--- src/rtl/gray_code_conv_pipe_if.sv ---
// gray_code_conv_pipe_if
//   Input/output handshake bundle for gray_code_conv_pipe.
//   Upstream side:   in_valid, in_ready, in_mode, in_data
//   Downstream side: out_valid, out_ready, out_mode, out_data
//   Status:          step_err (one-cycle pulse), err_cnt (8-bit saturating)
//   master = the environment around the converter, slave = the converter.
interface gray_code_conv_pipe_if #(
    parameter int unsigned WIDTH = 8
);
    logic             in_valid;
    logic             in_ready;
    logic             in_mode;
    logic [WIDTH-1:0] in_data;
    logic             out_valid;
    logic             out_ready;
    logic             out_mode;
    logic [WIDTH-1:0] out_data;
    logic             step_err;
    logic [7:0]       err_cnt;

    modport master (
        output in_valid, in_mode, in_data, out_ready,
        input  in_ready, out_valid, out_mode, out_data, step_err, err_cnt
    );

    modport slave (
        input  in_valid, in_mode, in_data, out_ready,
        output in_ready, out_valid, out_mode, out_data, step_err, err_cnt
    );
endinterface

--- src/rtl/gray_code_conv_pipe.sv ---
// gray_code_conv_pipe
//   Pipelined bidirectional Gray/binary converter with valid/ready on both
//   sides. Each word carries its own mode (0 = Gray-to-binary, 1 =
//   binary-to-Gray). The Gray-to-binary prefix XOR is split over STAGES
//   registers, MSB chunk first; the last stage register drives the output.
//   Ports:
//     clk  - rising-edge clock
//     rst  - synchronous active-high reset
//     bus  - gray_code_conv_pipe_if.slave (in_* handshake, out_* handshake,
//            step_err pulse, err_cnt saturating counter)
//   Optional feature macro: GRAY_CONV_STEP_CHECK_EN (Gray step checking on
//   consecutive accepted mode-0 words; step_err/err_cnt tied to 0 without it).
module gray_code_conv_pipe #(
    parameter int unsigned WIDTH  = 8,
    parameter int unsigned STAGES = 2
) (
    input  logic                  clk,
    input  logic                  rst,
    gray_code_conv_pipe_if.slave  bus
);
    // Bits of the prefix XOR resolved per stage.
    localparam int unsigned CHUNK = (STAGES == 0) ? 1 : (WIDTH + STAGES - 1) / STAGES;

    if (WIDTH < 2 || WIDTH > 64) begin : g_width_check
        $error("gray_code_conv_pipe: WIDTH must be within 2..64");
    end
    if (STAGES < 1 || STAGES > WIDTH) begin : g_stages_check
        $error("gray_code_conv_pipe: STAGES must be within 1..WIDTH");
    end

    logic [STAGES-1:0] stg_valid;
    logic [STAGES-1:0] stg_mode;
    logic [WIDTH-1:0]  stg_data [STAGES];
    logic [WIDTH-1:0]  nxt_data [STAGES];
    logic              adv;

    // A word in flight holds already-resolved binary bits above the
    // still-Gray bits, so bit i resolves from its resolved neighbour i+1.
    function automatic logic [WIDTH-1:0] resolve(input logic [WIDTH-1:0] d,
                                                  input int unsigned    stage);
        logic [WIDTH-1:0] r;
        int               hi;
        int               lo;
        r  = d;
        hi = int'(WIDTH) - 1 - int'((stage - 32'd1) * CHUNK);
        lo = int'(WIDTH) - int'(stage * CHUNK);
        for (int i = int'(WIDTH) - 2; i >= 0; i--) begin
            if (i <= hi && i >= lo) begin
                r[i] = r[i+1] ^ r[i];
            end
        end
        return r;
    endfunction

    // Whole pipeline moves together whenever the output slot can drain.
    assign adv          = !stg_valid[STAGES-1] || bus.out_ready;
    assign bus.in_ready = adv;

    assign bus.out_valid = stg_valid[STAGES-1];
    assign bus.out_mode  = stg_mode[STAGES-1];
    assign bus.out_data  = stg_data[STAGES-1];

    // Per-stage conversion work; mode-1 words are finished in stage 1.
    always_comb begin
        for (int s = 0; s < int'(STAGES); s++) begin
            nxt_data[s] = '0;
        end
        nxt_data[0] = bus.in_mode ? (bus.in_data ^ (bus.in_data >> 1))
                                  : resolve(bus.in_data, 32'd1);
        for (int s = 1; s < int'(STAGES); s++) begin
            nxt_data[s] = stg_mode[s-1] ? stg_data[s-1]
                                        : resolve(stg_data[s-1], 32'(s + 1));
        end
    end

    // Stage registers; payload only loads behind a valid word so data holds
    // across bubbles.
    always_ff @(posedge clk) begin
        if (rst) begin
            stg_valid <= '0;
            stg_mode  <= '0;
            for (int s = 0; s < int'(STAGES); s++) begin
                stg_data[s] <= '0;
            end
        end else if (adv) begin
            stg_valid[0] <= bus.in_valid;
            if (bus.in_valid) begin
                stg_data[0] <= nxt_data[0];
                stg_mode[0] <= bus.in_mode;
            end
            for (int s = 1; s < int'(STAGES); s++) begin
                stg_valid[s] <= stg_valid[s-1];
                if (stg_valid[s-1]) begin
                    stg_data[s] <= nxt_data[s];
                    stg_mode[s] <= stg_mode[s-1];
                end
            end
        end
    end

`ifdef GRAY_CONV_STEP_CHECK_EN
    logic [WIDTH-1:0]  prev_word;
    logic              prev_ok;
    logic [STAGES-1:0] stg_err;
    logic [7:0]        cnt;
    logic              gray_xfer;
    logic              viol;
    logic              out_xfer_err;

    assign gray_xfer    = bus.in_valid && adv && !bus.in_mode;
    assign viol         = prev_ok && ($countones(bus.in_data ^ prev_word) != 1);
    // Violation flag travels with its word and fires on that word's exit.
    assign out_xfer_err = stg_valid[STAGES-1] && bus.out_ready && stg_err[STAGES-1];

    always_ff @(posedge clk) begin
        if (rst) begin
            prev_word <= '0;
            prev_ok   <= 1'b0;
            stg_err   <= '0;
            cnt       <= '0;
        end else begin
            if (gray_xfer) begin
                prev_word <= bus.in_data;
                prev_ok   <= 1'b1;
            end
            if (adv) begin
                stg_err[0] <= gray_xfer && viol;
                for (int s = 1; s < int'(STAGES); s++) begin
                    stg_err[s] <= stg_err[s-1];
                end
            end
            if (out_xfer_err && cnt != 8'hFF) begin
                cnt <= cnt + 8'd1;
            end
        end
    end

    assign bus.step_err = out_xfer_err;
    assign bus.err_cnt  = cnt;
`else
    assign bus.step_err = 1'b0;
    assign bus.err_cnt  = 8'd0;
`endif

endmodule

--- src/flat_wrapper.sv ---
// flat-port wrapper written by rule: the top's interface ports become plain ports
module gray_code_conv_pipe_flat 
#(
    parameter int unsigned WIDTH  = 8,
    parameter int unsigned STAGES = 2
)
  (clk, rst, bus_in_valid, bus_in_mode, bus_in_data, bus_out_ready, bus_in_ready, bus_out_valid, bus_out_mode, bus_out_data, bus_step_err, bus_err_cnt);
  gray_code_conv_pipe_if #(.WIDTH(WIDTH)) bus_i ();
  input  logic clk;
  input  logic rst;
  input wire logic [$bits(bus_i.in_valid)-1:0] bus_in_valid;
  input wire logic [$bits(bus_i.in_mode)-1:0] bus_in_mode;
  input wire logic [$bits(bus_i.in_data)-1:0] bus_in_data;
  input wire logic [$bits(bus_i.out_ready)-1:0] bus_out_ready;
  output wire logic [$bits(bus_i.in_ready)-1:0] bus_in_ready;
  output wire logic [$bits(bus_i.out_valid)-1:0] bus_out_valid;
  output wire logic [$bits(bus_i.out_mode)-1:0] bus_out_mode;
  output wire logic [$bits(bus_i.out_data)-1:0] bus_out_data;
  output wire logic [$bits(bus_i.step_err)-1:0] bus_step_err;
  output wire logic [$bits(bus_i.err_cnt)-1:0] bus_err_cnt;
  assign bus_i.in_valid = bus_in_valid;
  assign bus_i.in_mode = bus_in_mode;
  assign bus_i.in_data = bus_in_data;
  assign bus_i.out_ready = bus_out_ready;
  assign bus_in_ready = bus_i.in_ready;
  assign bus_out_valid = bus_i.out_valid;
  assign bus_out_mode = bus_i.out_mode;
  assign bus_out_data = bus_i.out_data;
  assign bus_step_err = bus_i.step_err;
  assign bus_err_cnt = bus_i.err_cnt;
  gray_code_conv_pipe #(.WIDTH(WIDTH), .STAGES(STAGES)) u_core (.clk(clk), .rst(rst), .bus(bus_i));
endmodule
--- config.mk ---
export PLATFORM = sky130hd
export DESIGN_NAME = gray_code_conv_pipe_flat
export DESIGN_NICKNAME = d
export VERILOG_FILES = /design/src/rtl/gray_code_conv_pipe_if.sv /design/src/rtl/gray_code_conv_pipe.sv /design/src/flat_wrapper.sv
export SDC_FILE = /design/constraint.sdc
export NUM_CORES = 1
export LEC_CHECK = 0
export CORE_ASPECT_RATIO = 0.75
export CORE_MARGIN = 3
export CORE_UTILIZATION = 30
export CTS_CLUSTER_DIAMETER = 40
export DETAILED_ROUTE_END_ITERATION = 12
export PLACE_DENSITY = 0.59
export SYNTH_ARGS = -nofsm -noshare
export SYNTH_HDL_FRONTEND = slang
export SYNTH_SLANG_ARGS = --single-unit
export TNS_END_PERCENT = 50
--- constraint.sdc ---
create_clock -name clk -period 1.9 [get_ports clk]
set_clock_uncertainty 0.15 [all_clocks]
set_input_delay 0.475 -clock clk [delete_from_list [all_inputs] [get_ports clk]]
set_output_delay 0.475 -clock clk [all_outputs]
set_load 0.05 [all_outputs]
[Yosys cells after proc, flatten, opt, wreduce, memory -nomap -nowiden]
Memories as Yosys holds them, arrays and structs flattened.
Cells that the tools add are included.
Operators by class
  mux-type cells: 14
  bitwise operators: 10
  reductions and logical operators: 4
Operator list (number)
  $mux 8: 3
  $mux 1: 10
  $xor 8x7->8: 1
  $xor 1x1->1: 7
  $mux 4: 1
  $reduce_and 2->1: 2
  $or 1x1->1: 2
  $logic_not 1->1: 1
  $logic_or 1x1->1: 1
Storage, ports and cells
  flip-flop bits (word level): 4
  memory bits (writable): 16
  input bits: 13
  output and inout bits: 20
  memories kept: 1
Memory list
  u_core.stg_data: words 2, width 8, rd ports 2, clocked after memory_dff 0, wr ports 2, line gray_code_conv_pipe.sv:33  | logic [WIDTH-1:0] stg_data [STAGES];

[Longest topological paths before layout]
Gate-level depths: netlist (run 1).
An unclocked memory read counts as a cell.
  word-level depth: 7
  mapped depth: 5
  depth with buffers taken out: 5

[Least setup slack after synthesis (run 1)]
No wires, ideal clock.
  kind: reg2reg
  start point: register u_core.stg_valid[1]
  end point: memory u_core.stg_data[1][0], in the netlist u_core.stg_data[0][8], data pin
  arrival: 1669 ps
  required time: 1598 ps
  slack: -71 ps
  cell stages (with the launch flop): 6
  buffers on the path: 1
  period minus slack after synthesis: 1971 ps
  cell sequence: dfxtp_1 nor2b_4 or3_1 buf_6 or4_1 o21ai_0
RTL lines
  from (decl): line gray_code_conv_pipe.sv:31  | logic [STAGES-1:0] stg_valid;
  from (signal, indexed assignment): line gray_code_conv_pipe.sv:92  | stg_valid[s] <= stg_valid[s-1];
  to (decl): line gray_code_conv_pipe.sv:33

[Worst setup path after layout (run 1)]
  start point: input port bus_out_ready
  end point: output port bus_in_ready
Between the ends
  word-level cells in the longest chain between the ends: 1
Ends and longest elaborated chain
  from (decl): line flat_wrapper.sv:14  | input wire logic [$bits(bus_i.out_ready)-1:0] bus_out_ready;
  $logic_or 1x1->1: line gray_code_conv_pipe.sv:56  | assign adv = !stg_valid[STAGES-1] || bus.out_ready;
  to (decl): line flat_wrapper.sv:15  | output wire logic [$bits(bus_i.in_ready)-1:0] bus_in_ready;
No other way between the ends.

==> impl_metrics.yaml, run 1 <==
pwr:
  p_leak_nw: 0.584
  vdd_drop_max_uv: 253
  powerDensity_nw_per_um2: 794
floorplan:
  die_w_um: 74.5
  core_sq_um: 3150
  dieArea_sq_um: 4280
  rows: 17
  io_pins: 33
  start_util: 0.335
  die_h_um: 57.4
timing:
  rsz0062_at_grt: "no"
  min_period_ns: 1.83
  drv_slew: 0
  min_period_over_period: 0.961
  setup_viol: 0
  holdWs_ns: 0.313
  final-hold-violation-count: 0
  max_freq_mhz: 548
  timing.final.ws_setup_ns: 0.0749
flow_run:
  drv_cap: 0
clock_network:
  clk_pin_slew_worst_paths_ns: 0.07
  cts-htree-levels: 1
  clk_latency_ns: 0.25
  clockBufferDepth: 2
  cts_tree: "built"
  cts_root_buffer: "clkbuf_8"
  cts.sinks: 20
  hold_buffers: 0
  cts_buffers: 3
setup_path:
  cp-start-kind: "input port"
  crit_path_end_kind: "primary output"
  rr_startpoint: "u_core.stg_valid[1]$_SDFFE_PP0P_"
  crit_chain: "clkdlybuf4s15_1 > nor2b_4 > buf_6 > clkinvlp_4 > buf_12"
  timing.rr.end: "u_core.stg_data[0][8]$_SDFFCE_PN0P_"
  cp.required_ns: 1.27
  criticalPathCategory: "in -> out"
  ff2ff_path_depth: 4
  critPathSlowestCell: "clkdlybuf4s15_1"
  arrival_ns: 1.20
  critPathBufInv: 4
  max_stage_delay_ns: 0.20
  path_max_fanout: 4
  path_delay_family: "buffers and inverters"
  rrSetupSlack_ns: 0.22
routing:
  drtIter0Drc: 47
  num_vias: 702
  drc: 0
  wl_per_cell_um: 10.5
  ant_nets: 0
  firstDrtPassIters: 4
  wirelength_mm: 1.76
  viasPerCell: 4.18
yosys:
  synth_most_common_cell: "buf_4"
  syn-mean-instance-area_sq_um: 10.6
  yosysWarnings: 0
  synth_edf_count: 16
  ys_ff_latch: 20
  synth.distinct_cells: 21
  synth_top_area_cell: "edfxtp_1"
  netlist_area_sq_um: 1060
  synth_common_cells: "17 x buf_4, 16 x edfxtp_1, 11 x nor2_1"
  yosysTopAreaCellShare: 0.455
  yosysSeqAreaShare: 0.531
  synth.area.top_cells: "edfxtp_1 45%, buf_4 12%, dfxtp_1 7.6%"
  synthFlopType: "edfxtp_1"
  async_flop_share: 0
  netlist_instances: 100
min_path:
  hold_path_class: "reg -> reg"
  whs_path_depth: 2
  whs_endpoint: "u_core.stg_mode[1]$_SDFFE_PP0N_"
  hold_start: "u_core.stg_mode[1]$_SDFFE_PP0N_"
global_route:
  grt_usage: 0.0881
  grt-ovfl-total: 0
  grt_pass1_wl_mm: 2.83
  grt_busiest_layer: "met2"
  grt_max_degree: 12
  met1_usage: 0.106
  grt_use_met3: 0.0370
  antenna_found_initial: 0
  grt_pass1_vias: 668
  grt_util_met2: 0.131
finish:
  final_nets: 144
  area_growth_pct: 32.2
  fin_util: 0.444
  nFillCells: 298
  n_antenna_cell: 0
  final_layout_size_suffix_gt1_frac: 0.238
placement:
  hpwl_mm: 1.40
  pre_cts_slack_ns: -0.372
  port_buffers: 23
  gp_congestion: 0.786
status:
  outcome: "finished clean"
-- routing by layer --
metal  wire length, um  part of all wire
met1               764              0.43
met2               777              0.44
met3               177              0.10
met4                40             0.023
met5                 0                 0
-- layout by cell type (no fill, tap or decap), types with 2 or more instances in the layout --
master            n
dlymetal6s2s_1    2
nor2_1           11
nand2_1          10
edfxtp_1         16
conb_1            9
buf_4            20
xor2_1            6
clkdlybuf4s50_1   9
xnor2_1           6
and2_1            6
clkbuf_8          3
nor2b_1           2
o21ai_0           2
dfxtp_1           3
nand3_1           2
nand2b_1          2
a21oi_1           5
buf_12            3
or3_1             2
-- per-stage QoR --
step / power [mW] / TNS [ns] / instance area [sq um] / cells
after CTS: 1.12 / -0.0466 / 1380 / 168
after global placement: 0.839 / -4.76 / 1330 / 163
final: 1.11 / 0 / 1400 / 168
after detailed placement: 0.846 / -5.79 / 1330 / 163
after global routing: 1.16 / 0 / 1400 / 168
after floorplan: 0.772 / 0 / 1090 / 108
-- cell families after synthesis --
family,Yosys count,synth area share
flip-flops,20,0.531
AND/OR/NAND/NOR,39,0.186
other,1,0.00355
AO/OA/AOI/OAI,9,0.0450
XOR/XNOR,12,0.0995
buffers and inverters,19,0.135
-- registers in the layout, indices dropped and copies added (netlist names) --
| register | flops |
|---|---|
| u_core.stg_valid | 2 |
| u_core.stg_mode | 2 |
| u_core.stg_data | 16 |
-- power breakdown --
group / switching [mW] / internal, mW / leakage, nW
sequential: 0.0183 / 0.518 / 0.205
clock: 0.127 / 0.144 / 0.0231
combinational: 0.185 / 0.117 / 0.356
-- timing repair --
item | CTS | global route
setup buffers | 1 | 0
hold endpoints to repair | 0 | 0
resized for setup | 2 | 6
pin swaps | 0 | 1
setup endpoints to repair | 2 | 2
-- worst min-delay path: cells and delay by family, from the launching register on --
family	cells	cell delay (ns)
compound gates	1	0.05
flops	1	0.31
simple gates	1	0.05
-- layout make-up --
type	instances	area [sq um]	area share
timing repair buffer	36	347	0.248
multi-input combinational	69	388	0.278
clock inverter	1	3.75	0.00269
tap	38	47.5	0.0341
inverter	1	7.51	0.00538
clock buffer	3	41.3	0.0296
sequential	20	562	0.402
-- worst max path at each step --
stage / cells past startpoint / slack (ns) / end / startpoint
after CTS: 5 / -0.05 / u_core.stg_data[0][8]$_SDFFCE_PN0P_ / bus_in_valid
after global placement: 5 / -0.32 / u_core.stg_data[0][8]$_SDFFCE_PN0P_ / bus_out_ready
after detailed placement: 5 / -0.37 / u_core.stg_data[0][8]$_SDFFCE_PN0P_ / bus_out_ready
after global routing: 5 / 0.02 / bus_in_ready / bus_out_ready
final: 5 / 0.07 / bus_in_ready / bus_out_ready
after floorplan: 5 / 0.04 / u_core.stg_data[0][8]$_SDFFCE_PN0P_ / u_core.stg_valid[1]$_SDFFE_PP0P_
No activity file was read; power rests on OpenSTA's default activity.
==> inputs of run 2 (changes only) <==
==> constraint.sdc (replaced) <==
create_clock -name clk -period 1.9 [get_ports clk]
set_clock_uncertainty 0.15 [all_clocks]
set_input_delay 0.57 -clock clk [delete_from_list [all_inputs] [get_ports clk]]
set_output_delay 0.57 -clock clk [all_outputs]
set_load 0.05 [all_outputs]
==> run 2 against run 1 <==
Effect of this change: final area up 8.2%; die area unchanged; sequential share of layout area down 3.0 points; worst setup slack better by 0.022 ns; sequential power up 2%; core utilization up 3.6 points; clock power about the same; first-iteration DRC count down 66%; critical path depth unchanged; critical path type unchanged.
==> impl_metrics.yaml, run 2 (synthesis results as in run 1) <==
finish:
  largest_register_ffs: 16
  final_layout_size_suffix_gt1_frac: 0.244
  layout_common_cells: "16 x edfxtp_1, 13 x buf_12, 11 x nor2_1, 11 x buf_4, 10 x nand2_1"
  area_growth_pct: 43.0
  max_flop_register: "u_core.stg_data"
  final_nets: 145
  n_antenna_cell: 0
  reg_top3: "u_core.stg_data (16), u_core.stg_mode (2), u_core.stg_valid (2)"
  final_common_cell: "edfxtp_1"
  final_cell_area_sq_um: 1510
floorplan:
  io_pins: 33
  rows: 17
  dieArea_sq_um: 4280
  start_util: 0.335
  core_sq_um: 3150
  die_h_um: 57.4
  die_w_um: 74.5
timing:
  timing.final.ws_setup_ns: 0.0965
  tns_ns: 0
  drv_slew: 0
  holdWs_ns: 0.345
  setup_viol: 0
  min_period_over_period: 0.949
  final-hold-violation-count: 0
  max_freq_mhz: 554
  min_period_ns: 1.80
  rsz0062_at_grt: "no"
setup_path:
  path_max_fanout: 5
  cp-start-kind: "input port"
  cp.required_ns: 1.18
  crit_path_end_kind: "primary output"
  criticalPathCategory: "in -> out"
  arrival_ns: 1.08
pwr:
  p_leak_nw: 0.612
  powerDensity_nw_per_um2: 768
  finalPower_mw: 1.16
  vdd_drop_max_uv: 240
clock_network:
  cts-htree-levels: 1
  clk_pin_slew_worst_paths_ns: 0.07
  clk_latency_ns: 0.25
  cts_tree: "built"
  cts_buffers: 3
  hold_buffers: 0
  cts.sinks: 20
  cts_root_buffer: "clkbuf_8"
  clockBufferDepth: 2
routing:
  drtIter0Drc: 16
  num_vias: 696
  wirelength_mm: 1.65
  drc: 0
  ant_nets: 0
  viasPerCell: 4.12
  wl_per_cell_um: 9.75
  firstDrtPassIters: 3
min_path:
  hold_path_class: "reg -> reg"
global_route:
  grt_max_degree: 12
  antenna_found_initial: 0
  grt-ovfl-total: 0
  grt_pass1_vias: 655
  grt_usage: 0.0888
  grt_pass1_wl_mm: 2.88
placement:
  gp_congestion: 0.725
  placed_cell_area_sq_um: 1450
  port_buffers: 23
  pre_cts_slack_ns: -0.423
  hpwl_mm: 1.32
flow_run:
  drv_cap: 0
status:
  outcome: "finished clean"
[run 2: path summary, 6_finish.rpt]
path | start | to | slack (ns) | cells after the start
worst max register to register | u_core.stg_valid[0]$_SDFFE_PP0P_ | u_core.stg_data[0][8]$_SDFFCE_PN0P_ | 0.25 | 4
worst min-delay path | u_core.stg_mode[1]$_SDFFE_PP0N_ | u_core.stg_mode[1]$_SDFFE_PP0N_ | 0.34 | 2
worst min register to register | u_core.stg_mode[1]$_SDFFE_PP0N_ | u_core.stg_mode[1]$_SDFFE_PP0N_ | 0.34 | 2
worst max-delay path | bus_out_ready | bus_in_ready | 0.1 | 5
[run 2: what timing repair did]
item,4_1_cts,5_1_grt
resized for setup,9,1
pin swaps,1,0
setup endpoints to repair,18,1
hold endpoints to repair,0,0
setup buffers,2,0
[run 2: layout make-up]
type / count / area, sq um
Fill cell: 295 / 1640
Sequential cell: 20 / 562
Timing Repair Buffer: 37 / 467
Multi-Input combinational cell: 69 / 383
Tap cell: 38 / 47.5
Clock buffer: 3 / 41.3
Inverter: 1 / 6.26
Clock inverter: 1 / 3.75
[run 2: layer usage]
metal	share of wire	track usage	vias up
met2	0.48	0.126	20
li1	-	-	368
met5	0	0	-
met3	0.049	0.0211	0
met1	0.47	0.121	308
met4	0	0.0533	0
[run 2: through the flow]
stage / cells / utilization
after floorplan: 108 / -
after global placement: 163 / 0.461
after detailed placement: 163 / 0.461
after CTS: 169 / 0.482
after global routing: 169 / 0.480
final: 169 / 0.480
[run 2: worst max-delay path, stage by stage]
cell,delay (ns)
buf_2,0.11
nor2b_4,0.11
buf_6,0.11
inv_4,0.04
buf_12,0.14
[run 2: power by group]
group          switching [mW]  leakage, nW  internal (mW)
combinational           0.184        0.383          0.162
clock                   0.124       0.0231          0.143
sequential             0.0279        0.205          0.519
